## config.mk

```make
export PLATFORM = sky130hd
export DESIGN_NAME = wb_sram_bist_master_flat
export DESIGN_NICKNAME = d
export VERILOG_FILES = /design/src/rtl/wb_bist_pkg.sv /design/src/rtl/wb_sram_bist_master_if.sv /design/src/rtl/wb_sram_bist_master_patgen.sv /design/src/rtl/wb_sram_bist_master.sv /design/src/flat_wrapper.sv
export SDC_FILE = /design/constraint.sdc
export NUM_CORES = 1
export LEC_CHECK = 0
export ABC_AREA = 1
export BUFFER_PORTS_ARGS = -buffer_cell sky130_fd_sc_hd__buf_2
export CORE_MARGIN = 5
export CORE_UTILIZATION = 39
export CTS_CLUSTER_SIZE = 40
export DETAILED_ROUTE_END_ITERATION = 10
export GPL_TIMING_DRIVEN = 1
export MAX_ROUTING_LAYER = met4
export PLACE_DENSITY = 0.71
export SYNTH_ARGS = -nofsm -noshare
export SYNTH_HDL_FRONTEND = slang
export SYNTH_SLANG_ARGS = --single-unit
```

## constraint.sdc

```tcl
create_clock -name wb_clk_i -period 2.6 [get_ports wb_clk_i]
set_input_delay 0.52 -clock wb_clk_i [delete_from_list [all_inputs] [get_ports wb_clk_i]]
set_output_delay 0.52 -clock wb_clk_i [all_outputs]
set_load 0.05 [all_outputs]
```

## src/rtl/wb_bist_pkg.sv

```systemverilog
// Shared types and constants for the Wishbone SRAM BIST master.
// Holds the FSM state encoding and the data pattern codes.
package wb_bist_pkg;

    typedef enum logic [2:0] {
        IDLE,
        WR,
        WR_GAP,
        RD,
        RD_GAP,
        FIN
    } state_e;

    localparam logic [1:0] PAT_INDEX   = 2'b00;
    localparam logic [1:0] PAT_CHECKER = 2'b01;
    localparam logic [1:0] PAT_ONES    = 2'b10;
    localparam logic [1:0] PAT_ZEROS   = 2'b11;

    localparam logic [31:0] CHECKER_EVEN = 32'h5555_5555;
    localparam logic [31:0] CHECKER_ODD  = 32'hAAAA_AAAA;

endpackage

```

## src/rtl/wb_sram_bist_master_if.sv

```systemverilog
// Wishbone classic bus between the BIST master and one SRAM wrapper port.
// Signal names follow the initiator's point of view.
interface wb_sram_bist_master_if #(
    parameter int ADDR_W = 10
) ();

    logic              wbm_cyc_o;
    logic              wbm_stb_o;
    logic              wbm_we_o;
    logic [3:0]        wbm_sel_o;
    logic [ADDR_W-1:0] wbm_adr_o;
    logic [31:0]       wbm_dat_o;
    logic [31:0]       wbm_dat_i;
    logic              wbm_ack_i;

    modport master (
        output wbm_cyc_o, wbm_stb_o, wbm_we_o,
        output wbm_sel_o, wbm_adr_o, wbm_dat_o,
        input  wbm_dat_i, wbm_ack_i
    );

    modport slave (
        input  wbm_cyc_o, wbm_stb_o, wbm_we_o,
        input  wbm_sel_o, wbm_adr_o, wbm_dat_o,
        output wbm_dat_i, wbm_ack_i
    );

endinterface

```

## src/rtl/wb_sram_bist_master_patgen.sv

```systemverilog
// Maps (pattern, word index) to the 32-bit test word.
// One instance feeds both write data and read compare.
module wb_bist_patgen
    import wb_bist_pkg::*;
#(
    parameter int IDX_W = 8
) (
    input  logic [1:0]       pattern_i,
    input  logic [IDX_W-1:0] idx_i,
    output logic [31:0]      data_o
);

    always_comb begin
        data_o = 32'h0;
        unique case (pattern_i)
            PAT_INDEX:   data_o = 32'(idx_i);
            PAT_CHECKER: data_o = idx_i[0] ? CHECKER_ODD : CHECKER_EVEN;
            PAT_ONES:    data_o = 32'hFFFF_FFFF;
            PAT_ZEROS:   data_o = 32'h0;
            default:     data_o = 32'h0;
        endcase
    end

endmodule

```

## src/rtl/wb_sram_bist_master.sv

```systemverilog
// Wishbone classic BIST initiator: write a pattern over a word range,
// read it back, count mismatches and report pass/fail.
module wb_sram_bist_master
    import wb_bist_pkg::*;
#(
    parameter int ADDR_W  = 10,
    parameter int CNT_W   = 8,
    parameter int TIMEOUT = 255
) (
    input  logic                wb_clk_i,
    input  logic                wb_rst_i,
    input  logic                start_i,
    input  logic [1:0]          pattern_i,
    input  logic [ADDR_W-1:0]   base_adr_i,
    input  logic [CNT_W-1:0]    word_cnt_i,
    wb_sram_bist_master_if.master wbm,
    output logic                busy_o,
    output logic                done_o,
    output logic                pass_o,
    output logic                timeout_o,
    output logic [CNT_W-1:0]    err_cnt_o,
    output logic [ADDR_W-1:0]   first_err_adr_o
);

    localparam int WD_W = $clog2(TIMEOUT + 1);

    state_e            state_q;
    logic [1:0]        pat_q;
    logic [ADDR_W-1:0] base_q;
    logic [CNT_W-1:0]  cnt_q;
    logic [CNT_W-1:0]  idx_q;
    logic [WD_W-1:0]   wdog_q;
    logic              cyc_q;
    logic              stb_q;
    logic              we_q;
    logic              busy_q;
    logic              done_q;
    logic              pass_q;
    logic              tout_q;
    logic [CNT_W-1:0]  err_q;
    logic [ADDR_W-1:0] ferr_q;

    logic [31:0]       pat_data;
    logic [ADDR_W-1:0] adr_d;
    logic              ack;
    logic              wd_hit;
    logic              more_d;

    wb_bist_patgen #(.IDX_W(CNT_W)) u_patgen (
        .pattern_i (pat_q),
        .idx_i     (idx_q),
        .data_o    (pat_data)
    );

    assign adr_d  = base_q + ADDR_W'({idx_q, 2'b00});
    assign ack    = wbm.wbm_ack_i & stb_q;
    assign wd_hit = (wdog_q == WD_W'(TIMEOUT - 1));
    assign more_d = (idx_q < cnt_q);

    always_ff @(posedge wb_clk_i) begin
        if (wb_rst_i) begin
            state_q <= IDLE;
            pat_q   <= '0;
            base_q  <= '0;
            cnt_q   <= '0;
            idx_q   <= '0;
            wdog_q  <= '0;
            cyc_q   <= 1'b0;
            stb_q   <= 1'b0;
            we_q    <= 1'b0;
            busy_q  <= 1'b0;
            done_q  <= 1'b0;
            pass_q  <= 1'b0;
            tout_q  <= 1'b0;
            err_q   <= '0;
            ferr_q  <= '0;
        end else begin
            done_q <= 1'b0;
            unique case (state_q)
                IDLE: begin
                    if (start_i) begin
                        pat_q  <= pattern_i;
                        base_q <= base_adr_i & ~ADDR_W'(3);
                        cnt_q  <= word_cnt_i;
                        idx_q  <= '0;
                        wdog_q <= '0;
                        err_q  <= '0;
                        ferr_q <= '0;
                        pass_q <= 1'b0;
                        tout_q <= 1'b0;
                        busy_q <= 1'b1;
                        if (word_cnt_i == '0) begin
                            state_q <= FIN;
                        end else begin
                            cyc_q   <= 1'b1;
                            stb_q   <= 1'b1;
                            we_q    <= 1'b1;
                            state_q <= WR;
                        end
                    end
                end
                WR: begin
                    if (ack) begin
                        cyc_q   <= 1'b0;
                        stb_q   <= 1'b0;
                        idx_q   <= idx_q + CNT_W'(1);
                        state_q <= WR_GAP;
                    end else if (wd_hit) begin
                        cyc_q   <= 1'b0;
                        stb_q   <= 1'b0;
                        we_q    <= 1'b0;
                        tout_q  <= 1'b1;
                        state_q <= FIN;
                    end else begin
                        wdog_q <= wdog_q + WD_W'(1);
                    end
                end
                WR_GAP: begin
                    wdog_q <= '0;
                    cyc_q  <= 1'b1;
                    stb_q  <= 1'b1;
                    if (more_d) begin
                        state_q <= WR;
                    end else begin
                        idx_q   <= '0;
                        we_q    <= 1'b0;
                        state_q <= RD;
                    end
                end
                RD: begin
                    if (ack) begin
                        // Compare against the same patgen word that was written
                        if (wbm.wbm_dat_i != pat_data) begin
                            if (err_q != '1) err_q <= err_q + CNT_W'(1);
                            if (err_q == '0) ferr_q <= adr_d;
                        end
                        cyc_q   <= 1'b0;
                        stb_q   <= 1'b0;
                        idx_q   <= idx_q + CNT_W'(1);
                        state_q <= RD_GAP;
                    end else if (wd_hit) begin
                        cyc_q   <= 1'b0;
                        stb_q   <= 1'b0;
                        tout_q  <= 1'b1;
                        state_q <= FIN;
                    end else begin
                        wdog_q <= wdog_q + WD_W'(1);
                    end
                end
                RD_GAP: begin
                    wdog_q <= '0;
                    if (more_d) begin
                        cyc_q   <= 1'b1;
                        stb_q   <= 1'b1;
                        state_q <= RD;
                    end else begin
                        state_q <= FIN;
                    end
                end
                FIN: begin
                    done_q  <= 1'b1;
                    busy_q  <= 1'b0;
                    pass_q  <= (err_q == '0) && !tout_q;
                    state_q <= IDLE;
                end
                default: state_q <= IDLE;
            endcase
        end
    end

    // Bus strobes drop in the reset cycle itself, not one edge later
    assign wbm.wbm_cyc_o = cyc_q & ~wb_rst_i;
    assign wbm.wbm_stb_o = stb_q & ~wb_rst_i;
    assign wbm.wbm_we_o  = we_q;
    assign wbm.wbm_sel_o = cyc_q ? 4'hF : 4'h0;
    assign wbm.wbm_adr_o = adr_d;
    assign wbm.wbm_dat_o = we_q ? pat_data : 32'h0;

    assign busy_o          = busy_q;
    assign done_o          = done_q;
    assign pass_o          = pass_q;
    assign timeout_o       = tout_q;
    assign err_cnt_o       = err_q;
    assign first_err_adr_o = ferr_q;

endmodule
```

## src/flat_wrapper.sv

```systemverilog
// flat-port wrapper written by rule: the top's interface ports become plain ports
module wb_sram_bist_master_flat import wb_bist_pkg::*;
#(
    parameter int ADDR_W  = 10,
    parameter int CNT_W   = 8,
    parameter int TIMEOUT = 255
)
  (wb_clk_i, wb_rst_i, start_i, pattern_i, base_adr_i, word_cnt_i, busy_o, done_o, pass_o, timeout_o, err_cnt_o, first_err_adr_o, wbm_wbm_cyc_o, wbm_wbm_stb_o, wbm_wbm_we_o, wbm_wbm_sel_o, wbm_wbm_adr_o, wbm_wbm_dat_o, wbm_wbm_dat_i, wbm_wbm_ack_i);
  wb_sram_bist_master_if #(.ADDR_W(ADDR_W)) wbm_i ();
  input  logic wb_clk_i;
  input  logic wb_rst_i;
  input  logic start_i;
  input  logic [1:0] pattern_i;
  input  logic [ADDR_W-1:0] base_adr_i;
  input  logic [CNT_W-1:0] word_cnt_i;
  output logic busy_o;
  output logic done_o;
  output logic pass_o;
  output logic timeout_o;
  output logic [CNT_W-1:0] err_cnt_o;
  output logic [ADDR_W-1:0] first_err_adr_o;
  output wire logic [$bits(wbm_i.wbm_cyc_o)-1:0] wbm_wbm_cyc_o;
  output wire logic [$bits(wbm_i.wbm_stb_o)-1:0] wbm_wbm_stb_o;
  output wire logic [$bits(wbm_i.wbm_we_o)-1:0] wbm_wbm_we_o;
  output wire logic [$bits(wbm_i.wbm_sel_o)-1:0] wbm_wbm_sel_o;
  output wire logic [$bits(wbm_i.wbm_adr_o)-1:0] wbm_wbm_adr_o;
  output wire logic [$bits(wbm_i.wbm_dat_o)-1:0] wbm_wbm_dat_o;
  input wire logic [$bits(wbm_i.wbm_dat_i)-1:0] wbm_wbm_dat_i;
  input wire logic [$bits(wbm_i.wbm_ack_i)-1:0] wbm_wbm_ack_i;
  assign wbm_wbm_cyc_o = wbm_i.wbm_cyc_o;
  assign wbm_wbm_stb_o = wbm_i.wbm_stb_o;
  assign wbm_wbm_we_o = wbm_i.wbm_we_o;
  assign wbm_wbm_sel_o = wbm_i.wbm_sel_o;
  assign wbm_wbm_adr_o = wbm_i.wbm_adr_o;
  assign wbm_wbm_dat_o = wbm_i.wbm_dat_o;
  assign wbm_i.wbm_dat_i = wbm_wbm_dat_i;
  assign wbm_i.wbm_ack_i = wbm_wbm_ack_i;
  wb_sram_bist_master #(.ADDR_W(ADDR_W), .CNT_W(CNT_W), .TIMEOUT(TIMEOUT)) u_core (.wb_clk_i(wb_clk_i), .wb_rst_i(wb_rst_i), .start_i(start_i), .pattern_i(pattern_i), .base_adr_i(base_adr_i), .word_cnt_i(word_cnt_i), .wbm(wbm_i), .busy_o(busy_o), .done_o(done_o), .pass_o(pass_o), .timeout_o(timeout_o), .err_cnt_o(err_cnt_o), .first_err_adr_o(first_err_adr_o));
endmodule
```

==> impl_metrics.toml <==
[route]
drc = 0
vias_per_cell = 4.78
finalWirelength_um = 10300
ant_nets = 0
firstDrtPassIters = 5
vias = 4161
drtIter0Drc = 237
wl_per_cell_um = 11.9

[timing]
setup_ws_ps = 56.7
worst_pin_slew_ps = 545
fmax_mhz = 393
setup-tns-final_ps = 0
drv_slew = 0
period_needed_ps = 2540
fin_skew_ps = 10.6
rsz0062_at_grt = "true"
fin_crit_sh_pct = 97.8
slew_headroom_pct = 63.3
finalSetupViolations = 0
final_hold_viol_count = 0
holdWs_ps = 455

[clock_network]
cts_root_buf = "clkbuf_8"
holdBufCountCts = 0
max-clock-path-buffers = 2
clk_pin_slew_worst_paths_ps = 70
clk_latency_ps = 330
cts_buffers = 9
cts_setup_buffers = 0
numClockSinks = 59
h-tree-depth = 3
cts_tree = "yes"

[setup_path]
worst-r2r-setup-slack_ps = 370
crit_chain = "ha_2 > fa_2 > nand3_1 > nand3_2 > a21oi_2 > o21bai_1 > xor2_1 > inv_1 > buf_6"
end_kind = "output pin"
slowest_delay_ps = 350
critical-path-top-delay-family = "adder cells"
cp_max_fo = 2
crit_slowest_cell = "fa_2"
path_class = "register to output pin"
crit_arrival_ps = 2020
cp-start-kind = "register"
path_buf_inv = 2
critical_path_required_ps = 2080

[global_route]
grt_use_total_pct = 17.2
grt_pass1_vias = 3919
antenna_found_initial = 0
grt_pass1_wl_um = 17700
gr-total-overflow = 0
grt_start_max_net_pins = 31

[cells_and_area]
fill_cells = 1059
drive_gt1_share_pct = 24.5
layout_commonest_cell = "nand2_1"
final_cell_mix = "nand2_1, buf_2, inv_1"
area_growth_pct = 23.1
post-route-util_pct = 48.8
instances_no_fill = 870
antennaDiodeCount = 0
finalNetCount = 805

[synthesis]
ys_warn_count = 0
synthCells = 630
synth-seq-cells = 59
synth.avg_cell_area_um2 = 6.40
yosysTopAreaCell = "dfxtp_1"
synth_top_area_share_pct = 29.3
synth_cell_types = 38
ys_seq_area_share_pct = 29.3
netlist_area_um2 = 4040
post_synth_main_area_contributors = "dfxtp_1, nand2_1, inv_1"

[place]
dp_cells = 854
pre_cts_slack_ps = 202
port_buffers = 120
gp_congestion = 0.865
dp_hpwl_um = 8140

[hold_path]
min_path_type = "primary input to register"

[power]
power_leakage_nw = 2.51
clkPwrFrac_pct = 35.3
cellPowerDensity_nw_per_um2 = 649
p_comb_share_pct = 32.8
switchingPower_w = 0.00117
vdd_drop_max_mv = 0.476
sw_frac_of_total_pct = 36.3
seqPwrFrac_pct = 31.8
internal_power_w = 0.00205

[flow_run]
maxCapViolCount = 0

[floorplan]
rows = 37
start_util_pct = 39.6
die_y_um = 112
die_area_um2 = 12500
dieWidth_um = 112
ios = 127
coreArea_um2 = 10200

[run_status]
outcome = "completed"
==> worst register-to-register path: stages, from the launching register on <==
cell and delay, ps:
dfxtp_1 330, buf_4 170, inv_1 90, nand3_1 110
nand2_1 110, nand2_1 90, inv_1 40, nor2_1 100
nand2_1 70, nor2_1 310, nand4_2 260, nand2_2 250
inv_2 70, nor2_1 90, nor2_1 50
==> per-layer routing <==
| metal | wire length [um] | global-route usage, % | vias up |
|---|---|---|---|
| met2 | 4740 | 28.0 | 140 |
| met3 | 853 | 4.62 | 16 |
| met5 | 0 | - | - |
| li1 | - | - | 2191 |
| met1 | 4560 | 20.9 | 1814 |
| met4 | 181 | 5.35 | 0 |
==> final timing paths <==
| kind | from | endpoint | depth (start not counted) |
|---|---|---|---|
| worst max register to register | u_core.idx_q[0] | u_core.err_cnt_o[2] | 14 |
| worst max-delay path | u_core.idx_q[0] | wbm_wbm_adr_o[8] | 9 |
| worst min-delay path | base_adr_i[6] | u_core.base_q[6] | 3 |
| worst min register to register | u_core.cnt_q[6] | u_core.cnt_q[6] | 2 |
==> cells by family after synthesis <==
family	after synthesis	synth area share, %
xor gates and xnor gates	13	2.82
adders and majority gates	20	6.39
DFF	59	29.3
buffers and inverters	136	15.6
AOI/OAI and AO/OA	94	12.2
and+or+nand+nor	307	33.6
other	1	0.0929
==> final cells by class <==
type	instances	area, um^2	share of cell area (%)
multi-input combinational	438	2310	46.4
clock buffer	12	155	3.12
tap	136	170	3.43
timing repair buffer	130	687	13.8
sequential	59	1190	23.9
clock inverter	4	120	2.42
inverter	91	342	6.88
==> cells in the mapped netlist, drive strengths merged <==
master	n
nand2	143
inv	90
nor2	75
dfxtp	59
a21oi	52
nand3	48
buf	34
o21ai	34
ha	19
nand4	15
nor3	12
xor2	12
clkbuf	11
nor3b	4
and3	3
nand3b	2
nor4	2
o211ai	2
or2	2
a2111o	1
a211oi	1
a31o	1
a31oi	1
and2	1
clkinv	1
conb	1
fa	1
o21a	1
o21bai	1
xnor2	1
==> stage by stage <==
stage,instance area [um^2],power [W]
finish,4970,0.00322
global route,4970,0.00342
CTS,4890,0.00324
detailed placement,4600,0.00208
global placement,4600,0.00207
floorplan,4050,0.00187
==> power by group through the flow <==
stage | logic (W) | registers, W | clock network (W)
detailed placement | 0.00104 | 0.00104 | 0
CTS | 0.00105 | 0.00102 | 0.00117
finish | 0.00106 | 0.00103 | 0.00114
global route | 0.00118 | 0.00103 | 0.00121
global placement | 0.00103 | 0.00104 | 0
floorplan | 0.000801 | 0.00107 | 0
==> repair_timing <==
item / in CTS / in global routing
hold endpoints to repair: 0 / 0
gates cloned: 0 / 0
pin swaps: 3 / 2
resized for setup: 5 / 14
setup endpoints to repair: 2 / 18
==> state kept, by name, summed over array words and instances (netlist names) <==
signal and flops:
u_core.first_err_adr_o 8, u_core.timeout_o 1, u_core.done_o 1, u_core.pass_o 1, u_core.state_q 3, u_core.cyc_q 1
u_core.err_cnt_o 8, u_core.idx_q 8, u_core.cnt_q 8, u_core.busy_o 1, u_core.base_q 8, u_core.pat_q 2
u_core.wdog_q 8, u_core.wbm.wbm_we_o 1
(Power assumes the default switching activity.)
